==> config.mk <==
export PLATFORM = sky130hd
export DESIGN_NAME = ext_bus_ctrl
export DESIGN_NICKNAME = d
export VERILOG_FILES = /design/src/rtl/ext_bus_pkg.sv /design/src/rtl/ext_bus_ctrl_rdy_sync.sv /design/src/rtl/ext_bus_ctrl.sv
export SDC_FILE = /design/constraint.sdc
export NUM_CORES = 1
export LEC_CHECK = 0
export CAP_MARGIN = 20
export CORE_UTILIZATION = 46
export DETAILED_ROUTE_END_ITERATION = 12
export GPL_TIMING_DRIVEN = 1
export PLACE_DENSITY = 0.85
export SLEW_MARGIN = 15
export SYNTH_ARGS = -nofsm -noshare
export SYNTH_HDL_FRONTEND = slang
export SYNTH_SLANG_ARGS = --single-unit
==> constraint.sdc <==
create_clock -name clk -period 3.5 [get_ports clk]
set_input_delay 0.35 -clock clk [delete_from_list [all_inputs] [get_ports clk]]
set_output_delay 0.35 -clock clk [all_outputs]
set_load 0.02 [all_outputs]
==> src/rtl/ext_bus_pkg.sv <==
// +-----------------------------------------------------------------------+
// | ext_bus_pkg: shared types and constants for the external bus ctrl     |
// | Rev 1.0                                                               |
// +-----------------------------------------------------------------------+
`default_nettype none

package ext_bus_pkg;

  localparam int         CLKEN_BITS_DEF   = 2;
  localparam logic [7:0] EXT_BUS_ERR_DATA = 8'hFF;

  typedef enum logic [1:0] {
    IDLE   = 2'd0,
    ACCESS = 2'd1,
    HOLD   = 2'd2
  } bus_state_e;

endpackage

`default_nettype wire

==> src/rtl/ext_bus_ctrl_rdy_sync.sv <==
// +-----------------------------------------------------------------------+
// | rdy_sync: two-flop synchroniser, resets to 1 (bus ready)              |
// | Rev 1.0                                                               |
// +-----------------------------------------------------------------------+
`default_nettype none

module rdy_sync (
  input  logic clk,
  input  logic resb,
  input  logic d,
  output logic q
);

  logic meta_q;
  logic sync_q;

  always_ff @(posedge clk or negedge resb) begin
    if (!resb) begin
      meta_q <= 1'b1;
      sync_q <= 1'b1;
    end else begin
      meta_q <= d;
      sync_q <= meta_q;
    end
  end

  assign q = sync_q;

endmodule

`default_nettype wire

==> src/rtl/ext_bus_ctrl.sv <==
// +-----------------------------------------------------------------------+
// | ext_bus_ctrl: CPU clock-enable divider and 65xx external bus cycles   |
// | Optional HOLD timeout via EXT_BUS_TIMEOUT_EN.            Rev 1.0      |
// +-----------------------------------------------------------------------+
`default_nettype none

module ext_bus_ctrl
  import ext_bus_pkg::*;
#(
  parameter int CLKEN_BITS = CLKEN_BITS_DEF,
  parameter int WS_BITS    = 3,
  parameter int TO_BITS    = 8
) (
  input  logic               clk,
  input  logic               resb,
  input  logic               bus_e,
  input  logic [15:0]        cpu_addr,
  input  logic [7:0]         cpu_dout,
  input  logic               cpu_we,
  input  logic [WS_BITS-1:0] ws_cfg,
  input  logic               ext_rdy,
  input  logic [7:0]         ext_din,
  output logic               cpu_clken,
  output logic               via_clken,
  output logic               phi2,
  output logic [15:0]        ext_addr,
  output logic [7:0]         ext_dout,
  output logic               ext_doe,
  output logic               ext_rwb,
  output logic               ext_csb,
  output logic [7:0]         ext_rdata,
  output logic               bus_err
);

  logic [CLKEN_BITS-1:0] div_q, div_d;
  bus_state_e            state_q, state_d;
  logic [WS_BITS-1:0]    wcnt_q, wcnt_d;
  logic                  clken_q, clken_d;
  logic                  via_q;
  logic [15:0]           addr_q, addr_d;
  logic [7:0]            dout_q, dout_d;
  logic [7:0]            rdata_q, rdata_d;
  logic                  doe_q, doe_d;
  logic                  rwb_q, rwb_d;
  logic                  csb_q, csb_d;
  logic                  tick;
  logic                  done;
  logic                  rdy_s;

`ifdef EXT_BUS_TIMEOUT_EN
  logic [TO_BITS-1:0]    tcnt_q, tcnt_d;
  logic                  berr_q, berr_d;
  logic                  timeout_hit;
`endif

  rdy_sync u_rdy_sync (
    .clk  (clk),
    .resb (resb),
    .d    (ext_rdy),
    .q    (rdy_s)
  );

  assign tick = &div_q;

  always_comb begin
    div_d   = div_q + 1'b1;
    state_d = state_q;
    wcnt_d  = wcnt_q;
    clken_d = 1'b0;
    addr_d  = addr_q;
    dout_d  = dout_q;
    rdata_d = rdata_q;
    doe_d   = doe_q;
    rwb_d   = rwb_q;
    csb_d   = csb_q;
    done    = 1'b0;
`ifdef EXT_BUS_TIMEOUT_EN
    tcnt_d      = tcnt_q;
    berr_d      = berr_q;
    timeout_hit = 1'b0;
`endif

    case (state_q)
      IDLE: begin
        if (tick) begin
          if (bus_e) begin
            state_d = ACCESS;
            wcnt_d  = ws_cfg;
            addr_d  = cpu_addr;
            dout_d  = cpu_dout;
            rwb_d   = !cpu_we;
            csb_d   = 1'b0;
            doe_d   = cpu_we;
          end else begin
            clken_d = 1'b1;
          end
        end
      end
      ACCESS: begin
        if (tick) begin
          if (wcnt_q != '0) begin
            wcnt_d = wcnt_q - 1'b1;
          end else if (rdy_s) begin
            done = 1'b1;
          end else begin
            state_d = HOLD;
`ifdef EXT_BUS_TIMEOUT_EN
            tcnt_d  = '0;
`endif
          end
        end
      end
      HOLD: begin
        if (tick) begin
          if (rdy_s) begin
            done = 1'b1;
          end
`ifdef EXT_BUS_TIMEOUT_EN
          else begin
            tcnt_d = tcnt_q + 1'b1;
            if (&tcnt_d) begin
              done        = 1'b1;
              timeout_hit = 1'b1;
              berr_d      = 1'b1;
            end
          end
`endif
        end
      end
      default: state_d = IDLE;
    endcase

    // The released tick doubles as the CPU enable for the completed cycle
    if (done) begin
      clken_d = 1'b1;
      state_d = IDLE;
      csb_d   = 1'b1;
      doe_d   = 1'b0;
      rwb_d   = 1'b1;
      if (rwb_q) begin
`ifdef EXT_BUS_TIMEOUT_EN
        rdata_d = timeout_hit ? EXT_BUS_ERR_DATA : ext_din;
`else
        rdata_d = ext_din;
`endif
      end
    end
  end

  always_ff @(posedge clk or negedge resb) begin
    if (!resb) begin
      div_q   <= '0;
      state_q <= IDLE;
      wcnt_q  <= '0;
      clken_q <= 1'b0;
      via_q   <= 1'b0;
      addr_q  <= '0;
      dout_q  <= '0;
      rdata_q <= '0;
      doe_q   <= 1'b0;
      rwb_q   <= 1'b1;
      csb_q   <= 1'b1;
    end else begin
      div_q   <= div_d;
      state_q <= state_d;
      wcnt_q  <= wcnt_d;
      clken_q <= clken_d;
      via_q   <= clken_q;
      addr_q  <= addr_d;
      dout_q  <= dout_d;
      rdata_q <= rdata_d;
      doe_q   <= doe_d;
      rwb_q   <= rwb_d;
      csb_q   <= csb_d;
    end
  end

`ifdef EXT_BUS_TIMEOUT_EN
  always_ff @(posedge clk or negedge resb) begin
    if (!resb) begin
      tcnt_q <= '0;
      berr_q <= 1'b0;
    end else begin
      tcnt_q <= tcnt_d;
      berr_q <= berr_d;
    end
  end

  assign bus_err = berr_q;
`else
  assign bus_err = 1'b0;
`endif

  assign cpu_clken = clken_q;
  assign via_clken = via_q;
  assign phi2      = div_q[CLKEN_BITS-1];
  assign ext_addr  = addr_q;
  assign ext_dout  = dout_q;
  assign ext_doe   = doe_q;
  assign ext_rwb   = rwb_q;
  assign ext_csb   = csb_q;
  assign ext_rdata = rdata_q;

endmodule

`default_nettype wire

==> flow_summary.html <==
<table>
<tr><th>Metric</th><th>Value</th></tr>
<tr><th colspan="2">Worst setup path</th></tr>
<tr><td>Crit path launch type</td><td>flip-flop</td></tr>
<tr><td>CP Max Fanout</td><td>13</td></tr>
<tr><td>Req. time, crit path</td><td>around 3.7 ns</td></tr>
<tr><td>Worst path arrival time</td><td>2.29 ns</td></tr>
<tr><td>Kind of end point of the critical path</td><td>flip-flop</td></tr>
<tr><td>End of the worst register-to-register path</td><td>ext_addr[8]</td></tr>
<tr><td>Flop2flop setup slack</td><td>~1.4 ns</td></tr>
<tr><td>Critical register-to-register path startpoint</td><td>state_q[1]</td></tr>
<tr><td>Setup Crit Path Kind</td><td>flip-flop to flip-flop</td></tr>
<tr><td>Register-to-Register Path Depth</td><td>6</td></tr>
<tr><th colspan="2">Power and ir drop</th></tr>
<tr><td>Share of total power in the clock network</td><td>13.5%</td></tr>
<tr><td>Power share of the combinational group</td><td>48.0%</td></tr>
<tr><td>Leakage Power</td><td>about 0.0012 µW</td></tr>
<tr><td>Sequential Power Share</td><td>38.5%</td></tr>
<tr><td>Peak supply drop</td><td>between 0.5 and 0.6 mV</td></tr>
<tr><td>Pwr Density</td><td>834 nW/µm²</td></tr>
<tr><td>Power dissipated by switching net loads</td><td>825 µW</td></tr>
<tr><td>Int Power</td><td>1540 µW</td></tr>
<tr><td>Switching share of total power</td><td>34.8%</td></tr>
<tr><th colspan="2">Logic synthesis</th></tr>
<tr><td>Largest cells by area after synthesis</td><td>dfrtp_1 (55%), mux2_2 (19%), dfstp_2 (5.5%)</td></tr>
<tr><td>Synthesized netlist net count</td><td>183</td></tr>
<tr><td>Mapped Area</td><td>~1900 µm²</td></tr>
<tr><td>Average instance area after synthesis</td><td>approximately 14 µm²</td></tr>
<tr><td>Register bit count reported by yosys</td><td>46</td></tr>
<tr><td>EDFF count, synth</td><td>0</td></tr>
<tr><td>Largest area contributor in the synthesized netlist</td><td>dfrtp_1</td></tr>
<tr><td>Top-area cell type share of the netlist area</td><td>55.0%</td></tr>
<tr><td>Top flip-flop cell by instance count after synthesis</td><td>dfrtp_1</td></tr>
<tr><td>Yosys cell types</td><td>31</td></tr>
<tr><td>Fraction of synthesis flops using an asynchronous set or reset pin</td><td>100%</td></tr>
<tr><td>Share of synthesized area occupied by flip-flops and latches</td><td>60.5%</td></tr>
<tr><td>Number of standard cells after synthesis</td><td>around 140</td></tr>
<tr><td>Most numerous cell in the Yosys netlist</td><td>dfrtp_1</td></tr>
<tr><td>Synth cell count leaders</td><td>dfrtp_1 (42), mux2_2 (33), inv_1 (9), ha_1 (7), a21oi_1 (6)</td></tr>
<tr><td>Warnings from Yosys</td><td>0</td></tr>
<tr><th colspan="2">Final layout</th></tr>
<tr><td>Area overhead of the layout relative to synthesis</td><td>48.5%</td></tr>
<tr><td>Layout cell share with drive strength beyond 1</td><td>around a quarter</td></tr>
<tr><td>Diodes inserted</td><td>0</td></tr>
<tr><td>Final instance area</td><td>2840 µm²</td></tr>
<tr><td>Number of nets in the finished design</td><td>between 200 and 300</td></tr>
<tr><td>Final standard cell count with taps included and fillers excluded</td><td>269</td></tr>
<tr><th colspan="2">Clock network</th></tr>
<tr><td>Number of buffers between clock root and the deepest sink</td><td>2</td></tr>
<tr><td>H-tree depth reported by CTS</td><td>2</td></tr>
<tr><td>Number of CTS-inserted buffers</td><td>5</td></tr>
<tr><td>Root Buffer</td><td>clkbuf_8</td></tr>
<tr><td>Clock-pin slew of the registers on the worst-case setup and hold paths</td><td>0.08 ns</td></tr>
<tr><td>Later-pin clock latency in the skew report</td><td>a little under 0.3 ns</td></tr>
<tr><td>TritonCTS clock tree</td><td>built</td></tr>
<tr><td>Number of clock sinks seen by CTS</td><td>46</td></tr>
<tr><td>Number of buffers inserted by post-CTS setup repair</td><td>0</td></tr>
<tr><th colspan="2">Floorplanning</th></tr>
<tr><td>Height of the die</td><td>around 66 µm</td></tr>
<tr><td>Initial Utilization</td><td>47.8%</td></tr>
<tr><td>Floorplan row count</td><td>23</td></tr>
<tr><td>Die outline width</td><td>approximately 66 µm</td></tr>
<tr><td>Top-Level Pins</td><td>~80</td></tr>
<tr><td>Total Die Area</td><td>4410 µm²</td></tr>
<tr><td>Core Region</td><td>roughly 4000 µm²</td></tr>
<tr><th colspan="2">GRT</th></tr>
<tr><td>Largest net degree at the start of global routing</td><td>47</td></tr>
<tr><td>Global-route wire length before repair</td><td>6.39 mm</td></tr>
<tr><td>Total overflow reported by the global router</td><td>0</td></tr>
<tr><td>Number of antenna violations at the first check in global routing</td><td>0</td></tr>
<tr><td>Via count of the first global-routing pass</td><td>between 1,000 and 1,500</td></tr>
<tr><td>Global routing usage summed across all routing layers</td><td>20.1%</td></tr>
<tr><th colspan="2">Route</th></tr>
<tr><td>Detailed-route wire length per cell</td><td>approximately 15 µm</td></tr>
<tr><td>Remaining antenna violation count</td><td>0</td></tr>
<tr><td>Routed via count</td><td>1,337</td></tr>
<tr><td>First-pass iteration count of the detailed router</td><td>3</td></tr>
<tr><td>Iteration-0 DRC Markers</td><td>42</td></tr>
<tr><td>DRC viols</td><td>0</td></tr>
<tr><td>Routed vias/inst</td><td>4.97</td></tr>
<tr><td>Total length of routed wires</td><td>3.95 mm</td></tr>
<tr><th colspan="2">STA</th></tr>
<tr><td>Setup violation total in the final timing report</td><td>0</td></tr>
<tr><td>Final Hold Fails</td><td>0</td></tr>
<tr><td>Worst Tran Pin Value</td><td>0.616 ns</td></tr>
<tr><td>RSZ-0062 raised after global routing</td><td>false</td></tr>
<tr><td>Sum Neg Setup Slack</td><td>0 ns</td></tr>
<tr><td>Maximum clock frequency</td><td>475 MHz</td></tr>
<tr><td>Final critical delay including setup and external delays</td><td>2.11 ns</td></tr>
<tr><td>Pins over their slew limit</td><td>0</td></tr>
<tr><td>Clk_skew</td><td>0.00675 ns</td></tr>
<tr><td>Period utilisation layout</td><td>60.2%</td></tr>
<tr><td>Worst slew slack as a fraction of its limit</td><td>58.8%</td></tr>
<tr><th colspan="2">Run status</th></tr>
<tr><td>Outcome</td><td>completed</td></tr>
<tr><th colspan="2">Place</th></tr>
<tr><td>Instance count after placement with tap cells included</td><td>258</td></tr>
<tr><td>Cell area after placement</td><td>2710 µm²</td></tr>
<tr><td>HPWL after detailed placement</td><td>2.88 mm</td></tr>
<tr><td>IO buf count</td><td>77</td></tr>
<tr><td>Final RePlAce weighted congestion</td><td>between 0.7 and 0.8</td></tr>
<tr><th colspan="2">Min path</th></tr>
<tr><td>Worst min-delay path class</td><td>flip-flop to flip-flop</td></tr>
<tr><td>Critical hold path startpoint</td><td>u_rdy_sync.meta_q</td></tr>
<tr><td>Number of cells on the worst hold path</td><td>0</td></tr>
<tr><td>Worst min-delay path endpoint</td><td>u_rdy_sync.q</td></tr>
<tr><th colspan="2">Job</th></tr>
<tr><td>Number of violations of the max-capacitance limit</td><td>0</td></tr>
</table>
## layout by cell type, fill, tap and decap left out, types with 2 or more instances in the layout
cell             synthesis  routed
clkdlybuf4s50_1          0      76
dfrtp_1                 42      42
mux2_2                  33      33
inv_1                    9       9
ha_1                     7       7
a21oi_1                  6       6
clkbuf_8                 0       6
nor2_1                   4       4
dfstp_2                  4       4
o21ai_0                  3       3
nand3_1                  2       2
a21o_1                   2       2
nand2_1                  2       2
## sequential cells by signal, summed over array words and instances, names as in the netlist, 2 cells and up
signal     count
ext_dout       8
div_q          2
wcnt_q         3
ext_rdata      8
ext_addr      16
state_q        2
## cell type report
class	instances	area, µm²
clock buffers	7	86.3
clock inverters	1	5.00
fillers	267	1160
inverters	9	33.8
multi-input cells	76	687
flip-flops and latches	46	1160
well taps	50	62.6
repair buffers	80	807
## logic make-up (layout without fill, tap and decap cells)
family / count (synthesis) / after routing / share of synthesized area (%)
flops: 46 / 46 / 60.5
compound gates: 18 / 18 / 6.16
other cells: 1 / 1 / 0.196
mux: 34 / 34 / 20.0
simple gates: 16 / 16 / 5.04
buf+inv: 14 / 97 / 3.54
fa+ha+maj: 7 / 7 / 4.58
## repair_timing
item                      4_1_cts  5_1_grt
hold buffers                    0        1
resized for setup               0        0
hold endpoints to repair        0       13
## stage by stage
stage	power (µW)	hold slack, ns	utilization [%]	worst slack [ns]
after CTS	2380	0.236	69.9	1.09
after global placement	1990	0.347	67.6	1.06
final	2370	0.357	70.9	1.39
after global routing	2510	0.367	70.9	1.20
after floorplan	1490	0.0544	-	1.67
after detailed placement	2050	0.347	67.6	0.938
## worst max-delay path: stages (launching register included)
cell and delay [ns]:
dfrtp_1 0.40, inv_1 0.10, ha_1 0.21, and2_1 0.20, nand3_1 0.46, buf_6 0.34
mux2_2 0.28
## power groups by stage
stage	registers [µW]	clock network [µW]	logic, µW
4_1_cts	910	330	1140
6_report	910	320	1140
2_1_floorplan	1160	0	335
5_1_grt	941	354	1220
3_5_place_dp	913	0	1130
3_3_place_gp	896	0	1100
## routing by layer
metal  routed length, µm  GRT usage [%]  part of all wire (%)  up-vias
li1                    -              -                     -      626
met5                   0              0                     0        -
met3                 334           7.41                   8.5        7
met1                1550           22.9                    39      648
met4                  66           9.04                   1.7        0
met2                2000           33.4                    51       56
## worst max path at each step
stage                           from            to  slack [ns]  cells after the start
final                     state_q[1]   ext_addr[8]        1.39                      6
after global routing      state_q[0]   ext_addr[8]        1.20                      6
after CTS                 state_q[1]  ext_addr[12]        1.09                      5
after detailed placement       bus_e  ext_addr[12]        0.94                      4
after global placement         bus_e   ext_dout[3]        1.06                      4
after floorplan           state_q[1]     wcnt_q[0]        1.67                      8
Note: power is estimated with default switching activity, not from simulation.
